## src/rtl/uart_pkg.sv

```systemverilog
// -----------------------------------------------------------------------------
// uart_pkg
//
// Shared definitions for the UART datapath blocks.
//   OSR_DEFAULT     - default oversample ticks per bit
//   DIV_MIN         - smallest legal oversample period in clk cycles
//   baud_div_t      - integer/fractional divisor pair
//   baud_div_reset  - reset divisor from clock and baud rate:
//                     int  = clk_freq / (baud_rate * osr), truncated
//                     frac = floor(remainder * 2^frac_w / (baud_rate * osr))
// -----------------------------------------------------------------------------
package uart_pkg;

  localparam int OSR_DEFAULT = 16;
  localparam int DIV_MIN     = 2;

  typedef struct packed {
    logic [31:0] div_int;
    logic [31:0] div_frac;
  } baud_div_t;

  function automatic baud_div_t baud_div_reset(input int unsigned clk_freq,
                                               input int unsigned baud_rate,
                                               input int unsigned osr,
                                               input int unsigned frac_w);
    longint unsigned den;
    longint unsigned rem;
    baud_div_t       r;
    den        = longint'(baud_rate) * longint'(osr);
    r.div_int  = 32'(longint'(clk_freq) / den);
    rem        = longint'(clk_freq) % den;
    r.div_frac = 32'((rem << frac_w) / den);
    return r;
  endfunction

endpackage

```

## src/rtl/uart_frac_acc.sv

```systemverilog
// -----------------------------------------------------------------------------
// uart_frac_acc
//
// Fractional phase accumulator for the baud generator. On each advance strobe
// the fractional divisor is added to the accumulator; the carry out of that
// addition is held until the next advance and lengthens the following
// oversample period by one clk cycle. Clear has priority over advance.
//
// Only compiled when BAUD_FRAC_EN is defined.
//
// Ports:
//   clk, rst_n  - clock, asynchronous active-low reset
//   adv_i       - advance strobe (one per oversample tick)
//   clr_i       - synchronous clear of accumulator and carry
//   frac_i      - fractional divisor, units of 2^-FRAC_W cycles
//   acc_o       - accumulator value
//   cy_o        - carry from the most recent advance
// -----------------------------------------------------------------------------
`ifdef BAUD_FRAC_EN
module uart_frac_acc #(
  parameter int FRAC_W = 4
) (
  input  logic              clk,
  input  logic              rst_n,
  input  logic              adv_i,
  input  logic              clr_i,
  input  logic [FRAC_W-1:0] frac_i,
  output logic [FRAC_W-1:0] acc_o,
  output logic              cy_o
);

  logic [FRAC_W-1:0] acc_q, acc_d;
  logic              cy_q, cy_d;

  always_comb begin
    acc_d = acc_q;
    cy_d  = cy_q;
    if (clr_i) begin
      acc_d = '0;
      cy_d  = 1'b0;
    end else if (adv_i) begin
      {cy_d, acc_d} = {1'b0, acc_q} + {1'b0, frac_i};
    end
  end

  always_ff @(posedge clk or negedge rst_n) begin
    if (!rst_n) begin
      acc_q <= '0;
      cy_q  <= 1'b0;
    end else begin
      acc_q <= acc_d;
      cy_q  <= cy_d;
    end
  end

  assign acc_o = acc_q;
  assign cy_o  = cy_q;

endmodule
`endif

```

## src/rtl/uart_baud_gen_frac.sv

```systemverilog
// -----------------------------------------------------------------------------
// uart_baud_gen_frac
//
// Programmable fractional-N baud generator. Produces an oversample tick for
// the receiver plus mid-bit and bit-boundary ticks derived from it. The
// oversample period is P = max(act_int, 2) + cy, where cy is the carry of a
// fractional accumulator, so the average period is act_int + act_frac/2^FRAC_W.
//
// Configuration macro: BAUD_FRAC_EN
//   defined   - fractional accumulator present (uart_frac_acc instantiated)
//   undefined - integer-only divider, div_frac ignored, cy treated as 0
//
// Ports:
//   clk        - system clock, rising edge
//   rst_n      - asynchronous active-low reset
//   en         - count enable; low freezes counter, accumulator and index
//   div_int    - integer oversample period in clk cycles (0/1 clamp to 2)
//   div_frac   - fractional part, units of 2^-FRAC_W cycles
//   div_load   - strobe capturing div_int/div_frac into the pending divisor
//   sync_clr   - strobe restarting the tick phase
//   os_tick    - one-cycle oversample tick
//   mid_tick   - one-cycle tick at oversample index OSR/2
//   bit_tick   - one-cycle tick at bit boundary
// -----------------------------------------------------------------------------
module uart_baud_gen_frac
  import uart_pkg::*;
#(
  parameter int CLK_FREQ  = 50_000_000,
  parameter int BAUD_RATE = 9600,
  parameter int OSR       = OSR_DEFAULT,
  parameter int DIV_W     = 16,
  parameter int FRAC_W    = 4
) (
  input  logic              clk,
  input  logic              rst_n,
  input  logic              en,
  input  logic [DIV_W-1:0]  div_int,
  input  logic [FRAC_W-1:0] div_frac,
  input  logic              div_load,
  input  logic              sync_clr,
  output logic              os_tick,
  output logic              mid_tick,
  output logic              bit_tick
);

  localparam int OSI_W = $clog2(OSR);

  localparam baud_div_t        RST_DIV  = baud_div_reset(CLK_FREQ, BAUD_RATE, OSR, FRAC_W);
  localparam logic [DIV_W-1:0] RST_INT  = RST_DIV.div_int[DIV_W-1:0];
  localparam logic [OSI_W-1:0] MID_IDX  = OSI_W'(OSR / 2 - 1);
  localparam logic [OSI_W-1:0] LAST_IDX = OSI_W'(OSR - 1);

  // Active and pending divisor.
  logic [DIV_W-1:0]  act_int_q, act_int_d;
  logic [DIV_W-1:0]  pend_int_q, pend_int_d;
  logic              pend_q, pend_d;

  // Period counter, oversample index and registered ticks.
  logic [DIV_W-1:0]  cnt_q, cnt_d;
  logic [OSI_W-1:0]  osi_q, osi_d;
  logic              os_tick_q, os_tick_d;
  logic              mid_tick_q, mid_tick_d;
  logic              bit_tick_q, bit_tick_d;

  logic              cy;
  logic [DIV_W-1:0]  eff_int;
  logic [DIV_W:0]    per_m1;
  logic              period_end;
  logic              tick_edge;

`ifdef BAUD_FRAC_EN
  localparam logic [FRAC_W-1:0] RST_FRAC = RST_DIV.div_frac[FRAC_W-1:0];

  logic [FRAC_W-1:0] act_frac_q, act_frac_d;
  logic [FRAC_W-1:0] pend_frac_q, pend_frac_d;
  logic [FRAC_W-1:0] acc;

  // The accumulator advances with the active fraction on the tick edge, so
  // the carry it produces stretches the period that starts on that edge.
  uart_frac_acc #(
    .FRAC_W (FRAC_W)
  ) u_frac_acc (
    .clk    (clk),
    .rst_n  (rst_n),
    .adv_i  (tick_edge),
    .clr_i  (sync_clr),
    .frac_i (act_frac_q),
    .acc_o  (acc),
    .cy_o   (cy)
  );
`else
  logic unused_div_frac;

  assign cy              = 1'b0;
  assign unused_div_frac = ^div_frac;
`endif

  // Effective period minus one, one bit wider so max(act_int,2)+cy never
  // overflows.
  assign eff_int = (act_int_q < DIV_W'(DIV_MIN)) ? DIV_W'(DIV_MIN) : act_int_q;
  assign per_m1  = {1'b0, eff_int} + {{DIV_W{1'b0}}, cy} - (DIV_W + 1)'(1);

  // ">=" rather than "==": a divisor shortened while en is low can leave cnt
  // past the new end, and this closes the period at once instead of letting
  // cnt run around its full range.
  assign period_end = ({1'b0, cnt_q} >= per_m1);
  assign tick_edge  = en && !sync_clr && period_end;

  // Period counter, oversample index and tick generation.
  always_comb begin
    // NOTE: every signal written here gets a default first, so no branch can
    // leave it unassigned and infer a latch.
    cnt_d      = cnt_q;
    osi_d      = osi_q;
    os_tick_d  = 1'b0;
    mid_tick_d = 1'b0;
    bit_tick_d = 1'b0;
    if (sync_clr) begin
      cnt_d = '0;
      osi_d = '0;
    end else if (tick_edge) begin
      cnt_d      = '0;
      osi_d      = osi_q + OSI_W'(1);
      os_tick_d  = 1'b1;
      mid_tick_d = (osi_q == MID_IDX);
      bit_tick_d = (osi_q == LAST_IDX);
    end else if (en) begin
      cnt_d = cnt_q + DIV_W'(1);
    end
  end

  // Divisor update. A pending value is normally promoted on a tick edge so the
  // running period finishes with the old divisor; when counting is frozen or
  // the phase is being restarted there is no period to protect, so the newest
  // value (a coincident load wins) goes straight to active.
  always_comb begin
    act_int_d  = act_int_q;
    pend_int_d = pend_int_q;
    pend_d     = pend_q;
`ifdef BAUD_FRAC_EN
    act_frac_d  = act_frac_q;
    pend_frac_d = pend_frac_q;
`endif
    if ((div_load || pend_q) && (sync_clr || !en)) begin
      act_int_d = div_load ? div_int : pend_int_q;
`ifdef BAUD_FRAC_EN
      act_frac_d = div_load ? div_frac : pend_frac_q;
`endif
      pend_d = 1'b0;
    end else begin
      if (pend_q && tick_edge) begin
        act_int_d = pend_int_q;
`ifdef BAUD_FRAC_EN
        act_frac_d = pend_frac_q;
`endif
        pend_d = 1'b0;
      end
      if (div_load) begin
        pend_int_d = div_int;
`ifdef BAUD_FRAC_EN
        pend_frac_d = div_frac;
`endif
        pend_d = 1'b1;
      end
    end
  end

  always_ff @(posedge clk or negedge rst_n) begin
    // NOTE: sequential state uses non-blocking assignments so every register
    // samples the pre-edge values, independent of statement order.
    if (!rst_n) begin
      act_int_q  <= RST_INT;
      pend_int_q <= '0;
      pend_q     <= 1'b0;
      cnt_q      <= '0;
      osi_q      <= '0;
      os_tick_q  <= 1'b0;
      mid_tick_q <= 1'b0;
      bit_tick_q <= 1'b0;
    end else begin
      act_int_q  <= act_int_d;
      pend_int_q <= pend_int_d;
      pend_q     <= pend_d;
      cnt_q      <= cnt_d;
      osi_q      <= osi_d;
      os_tick_q  <= os_tick_d;
      mid_tick_q <= mid_tick_d;
      bit_tick_q <= bit_tick_d;
    end
  end

`ifdef BAUD_FRAC_EN
  always_ff @(posedge clk or negedge rst_n) begin
    if (!rst_n) begin
      act_frac_q  <= RST_FRAC;
      pend_frac_q <= '0;
    end else begin
      act_frac_q  <= act_frac_d;
      pend_frac_q <= pend_frac_d;
    end
  end

  // The accumulator value itself only matters through its carry.
  logic unused_acc;
  assign unused_acc = ^acc;
`endif

  assign os_tick  = os_tick_q;
  assign mid_tick = mid_tick_q;
  assign bit_tick = bit_tick_q;

endmodule

```

## config.mk

```make
export PLATFORM = sky130hd
export DESIGN_NAME = uart_baud_gen_frac
export DESIGN_NICKNAME = d
export VERILOG_FILES = /design/src/rtl/uart_pkg.sv /design/src/rtl/uart_frac_acc.sv /design/src/rtl/uart_baud_gen_frac.sv
export SDC_FILE = /design/constraint.sdc
export NUM_CORES = 1
export LEC_CHECK = 0
export ABC_CLOCK_PERIOD_IN_PS = 5100
export CAP_MARGIN = 40
export CORE_ASPECT_RATIO = 0.6
export CORE_MARGIN = 2
export CORE_UTILIZATION = 35
export DETAILED_ROUTE_END_ITERATION = 10
export PLACE_DENSITY = 0.51
export SYNTH_ARGS = -nofsm -noshare
export SYNTH_HDL_FRONTEND = slang
export SYNTH_SLANG_ARGS = --single-unit
```

## constraint.sdc

```tcl
create_clock -name clk -period 5.1 [get_ports clk]
set_input_delay 1.02 -clock clk [delete_from_list [all_inputs] [get_ports clk]]
set_output_delay 1.02 -clock clk [all_outputs]
set_load 0.01 [all_outputs]
```

==> metrics.yaml <==
status:
  status: "finished clean"
clock_network:
  cts_buffers: 5
  clk_latency_ns: 0.29
  cts-root-buf: "clkbuf_16"
  cts_sinks: 56
  cts_tree: "yes"
  cts_setup_buffers: 0
  htree_levels: 2
  clkTransAtPathRegs_ns: 0.07
  cts_buffer_depth: 2
synthesis:
  yosysUniqueCellTypes: 44
  synth_fa_ha_area_frac: 0.0753
  syn_nets: 344
  ys.warnings.count: 0
  synth_compound_gate_area_share: 0.169
  syn-mean-instance-area_um2: 10.5
  synth-xor-area-share: 0.0694
  ys_seq_elements: 56
  synth_simple_gate_area_share: 0.156
  netlist_instances: 300
  ys_seq_area_frac: 0.446
  synth_mux_area_frac: 0.0634
  synth_area_um2: 3160
  synth_top_family_by_area: "compound AO/OA/AOI/OAI gates"
worst_setup_path:
  reg2reg_slack_ns: 0.36
  cp.required_ns: 5.28
  crit_fanout: 16
  cp_cell_sequence: "or4_4 > or3_1 > nand2b_1 > nor3b_2 > nand2b_1 > ha_1 > nand2_1 > or3_1 > xor2_1 > ha_1 > a21oi_1 > o21ai_0 > a211o_1 > a21oi_1 > o2bb2ai_2 > buf_4 > a221o_1"
  start_kind: "register"
  startpoint: "act_int_q[9]$_DFFE_PN0P_"
  worstReg2RegStart: "act_int_q[9]$_DFFE_PN0P_"
  reg2reg_to: "act_int_q[10]$_DFFE_PN0P_"
  cp_data_arrival_time_ns: 4.92
  critPathCapture: "act_int_q[10]$_DFFE_PN0P_"
  reg2reg_depth: 17
  worst-setup-path-type: "reg -> reg"
  max_stage_delay_ns: 0.59
  worst-path-stages: 17
  crit_buf_inv: 1
  endpoint_kind: "register"
  path_delay_family: "simple AND/OR/NAND/NOR gates"
  crit_path_top_delay_cell: "or4_4"
run:
  maxCapViolCount: 0
cells_and_area:
  nets: 377
  final-instance-count-excl-fill: 446
  layout_commonest_cell: "dfrtp_1"
  synthToLayoutAreaGrowth_pct: 20.1
  layout_common_cells: "dfrtp_1, nor2_1, nand2_1, clkdlybuf4s50_1, ha_1"
  antennaDiodeCount: 0
  drive_gt1_frac: 0.141
drt:
  drc: 0
  drt_iter0_markers: 183
  via_count: 2411
  viasPerCell: 5.41
  first_pass_iters: 4
  ant_nets: 0
  drt_wl_total_um: 7120
  routedWlPerCell_um: 16.0
floorplan:
  dieArea_um2: 9820
  core_area_um2: 8620
  rows: 26
  io-pin-count: 28
  start_util: 0.366
  die_height_um: 77.6
  fp.dieW_um: 127
worst_hold_path:
  hold_path_depth: 1
  min_path_type: "reg -> reg"
  min-delay-start: "osi_q[3]$_DFFE_PN0P_"
sta:
  hold_viol: 0
  fmax_mhz: 211
  finalSetupViolCount: 0
  fin_crit_ns: 4.74
  slew_headroom: 0.483
  slew_violations: 0
  rsz0062_at_grt: "no"
  tns_ns: 0
  tightest_slew_ns: 0.773
  post-route-period-util: 0.929
  skew_ns: 0.00407
  layout_setup_ws_ns: 0.360
global_route:
  grt_usage: 0.152
  antenna_found_initial: 0
  grt_first_pass_wirelength_um: 11800
  grt_pass1_vias: 2249
  grt_max_degree: 57
  overflow: 0
pwr:
  power.total_w: 0.00124
  p_per_area_nw_per_um2: 327
  peakVddDrop_uv: 142
  power.leakage_nw: 1.59
placed_design:
  dp.cells: 438
  gp_congestion: 0.802
  place_ws_ns: 0.153
  numPortBuffers: 23
  dp_hpwl_um: 5230
-- kinds of logic after synthesis --
kind of cell / Yosys count
AOI/OAI and AO/OA: 67
xor gates and xnor gates: 25
adders and majority gates: 19
buffers and inverters: 15
DFF: 56
muxes: 18
and+or+nand+nor: 100
-- worst reg2reg max path, stage by stage (launching register included) --
cell       delay, ns
dfrtp_1         0.43
or4_4           0.59
or3_1           0.38
nand2b_1        0.20
nor3b_2         0.23
nand2b_1        0.16
ha_1            0.23
nand2_1         0.10
or3_1           0.34
xor2_1          0.15
ha_1            0.30
a21oi_1         0.12
o21ai_0         0.12
a211o_1         0.32
a21oi_1         0.31
o2bb2ai_2       0.08
buf_4           0.20
a221o_1         0.36
-- worst min path at each step --
stage                                     endpoint  slack [ns]
final                           mid_tick$_DFF_PN0_        0.48
after global routing            mid_tick$_DFF_PN0_        0.51
after CTS                       mid_tick$_DFF_PN0_        0.48
after detailed placement        mid_tick$_DFF_PN0_        0.48
after global placement    act_int_q[7]$_DFFE_PN0P_        0.48
after floorplan                 mid_tick$_DFF_PN0_        0.45
-- repair_timing --
action,4_1_cts,5_1_grt
endpoints found under the setup margin,0,35
resized for setup,0,2
endpoints found under the hold margin,0,0
hold buffers,0,0
-- where the power goes --
| group | leakage [nW] | switching, W | internal (W) | total (W) |
|---|---|---|---|---|
| clock | 0.104 | 0.000163 | 0.000331 | 0.000494 |
| sequential | 0.692 | 0.0000574 | 0.000499 | 0.000556 |
| combinational | 0.795 | 0.0000850 | 0.000103 | 0.000188 |
-- area by class of cell --
type / instances / area [µm²]
clock buffers: 5 / 125
clock inverters: 3 / 90.1
fillers: 857 / 4830
inverters: 8 / 30.0
multi-input cells: 229 / 1700
flip-flops and latches: 56 / 1410
well taps: 112 / 140
repair buffers: 33 / 300
-- routing by layer --
| metal | vias to the layer above | GRT usage | routed length [µm] |
|---|---|---|---|
| met5 | - | 0 | 0 |
| met4 | 0 | 0.0264 | 44 |
| met3 | 7 | 0.0352 | 246 |
| met2 | 34 | 0.194 | 2720 |
| met1 | 1181 | 0.254 | 4110 |
| li1 | 1189 | - | - |
-- metrics by stage --
step	cell area, µm²	util	hold WS, ns
after floorplan	3160	-	0.446
after global placement	3560	0.413	0.480
after detailed placement	3560	0.413	0.478
after CTS	3780	0.438	0.481
after global routing	3790	0.440	0.509
final	3790	0.440	0.480
-- state kept, by name, indices dropped and copies added (netlist names) --
name,count
pend_q,1
cnt_q,16
pend_int_q,16
mid_tick,1
act_int_q,16
osi_q,4
os_tick,1
bit_tick,1
-- cells in the mapped netlist, drive strengths merged --
library cell	instances	area [µm²]
dfrtp	52	1300
o2bb2ai	1	15.0
o311ai	1	8.76
dfstp	4	105
nor2b	3	18.8
a41o	1	10.0
a221o	16	160
nand3	8	40.0
a21boi	1	7.51
o211ai	2	15.0
ha	19	238
xor2	9	78.8
nor3	4	20.0
nand2b	2	12.5
a22o	17	149
nand4	6	37.5
nor2	35	134
a21oi	11	55.1
o221ai	1	8.76
and4	2	17.5
xnor2	16	140
or3	4	25.0
nor4	5	31.3
buf	3	21.3
a211oi	1	7.51
o31ai	2	15.0
nand3b	1	7.51
and4b	1	10.0
mux2i	2	20.0
and3	1	6.26
or4	1	11.3
nand2	22	82.6
o21ai	8	40.0
mux2	16	180
o2111ai	2	17.5
inv	8	30.0
o21a	1	7.51
a211o	2	17.5
nor3b	5	37.5
clkbuf	4	15.0
Power figures use the tool's default switching activity.
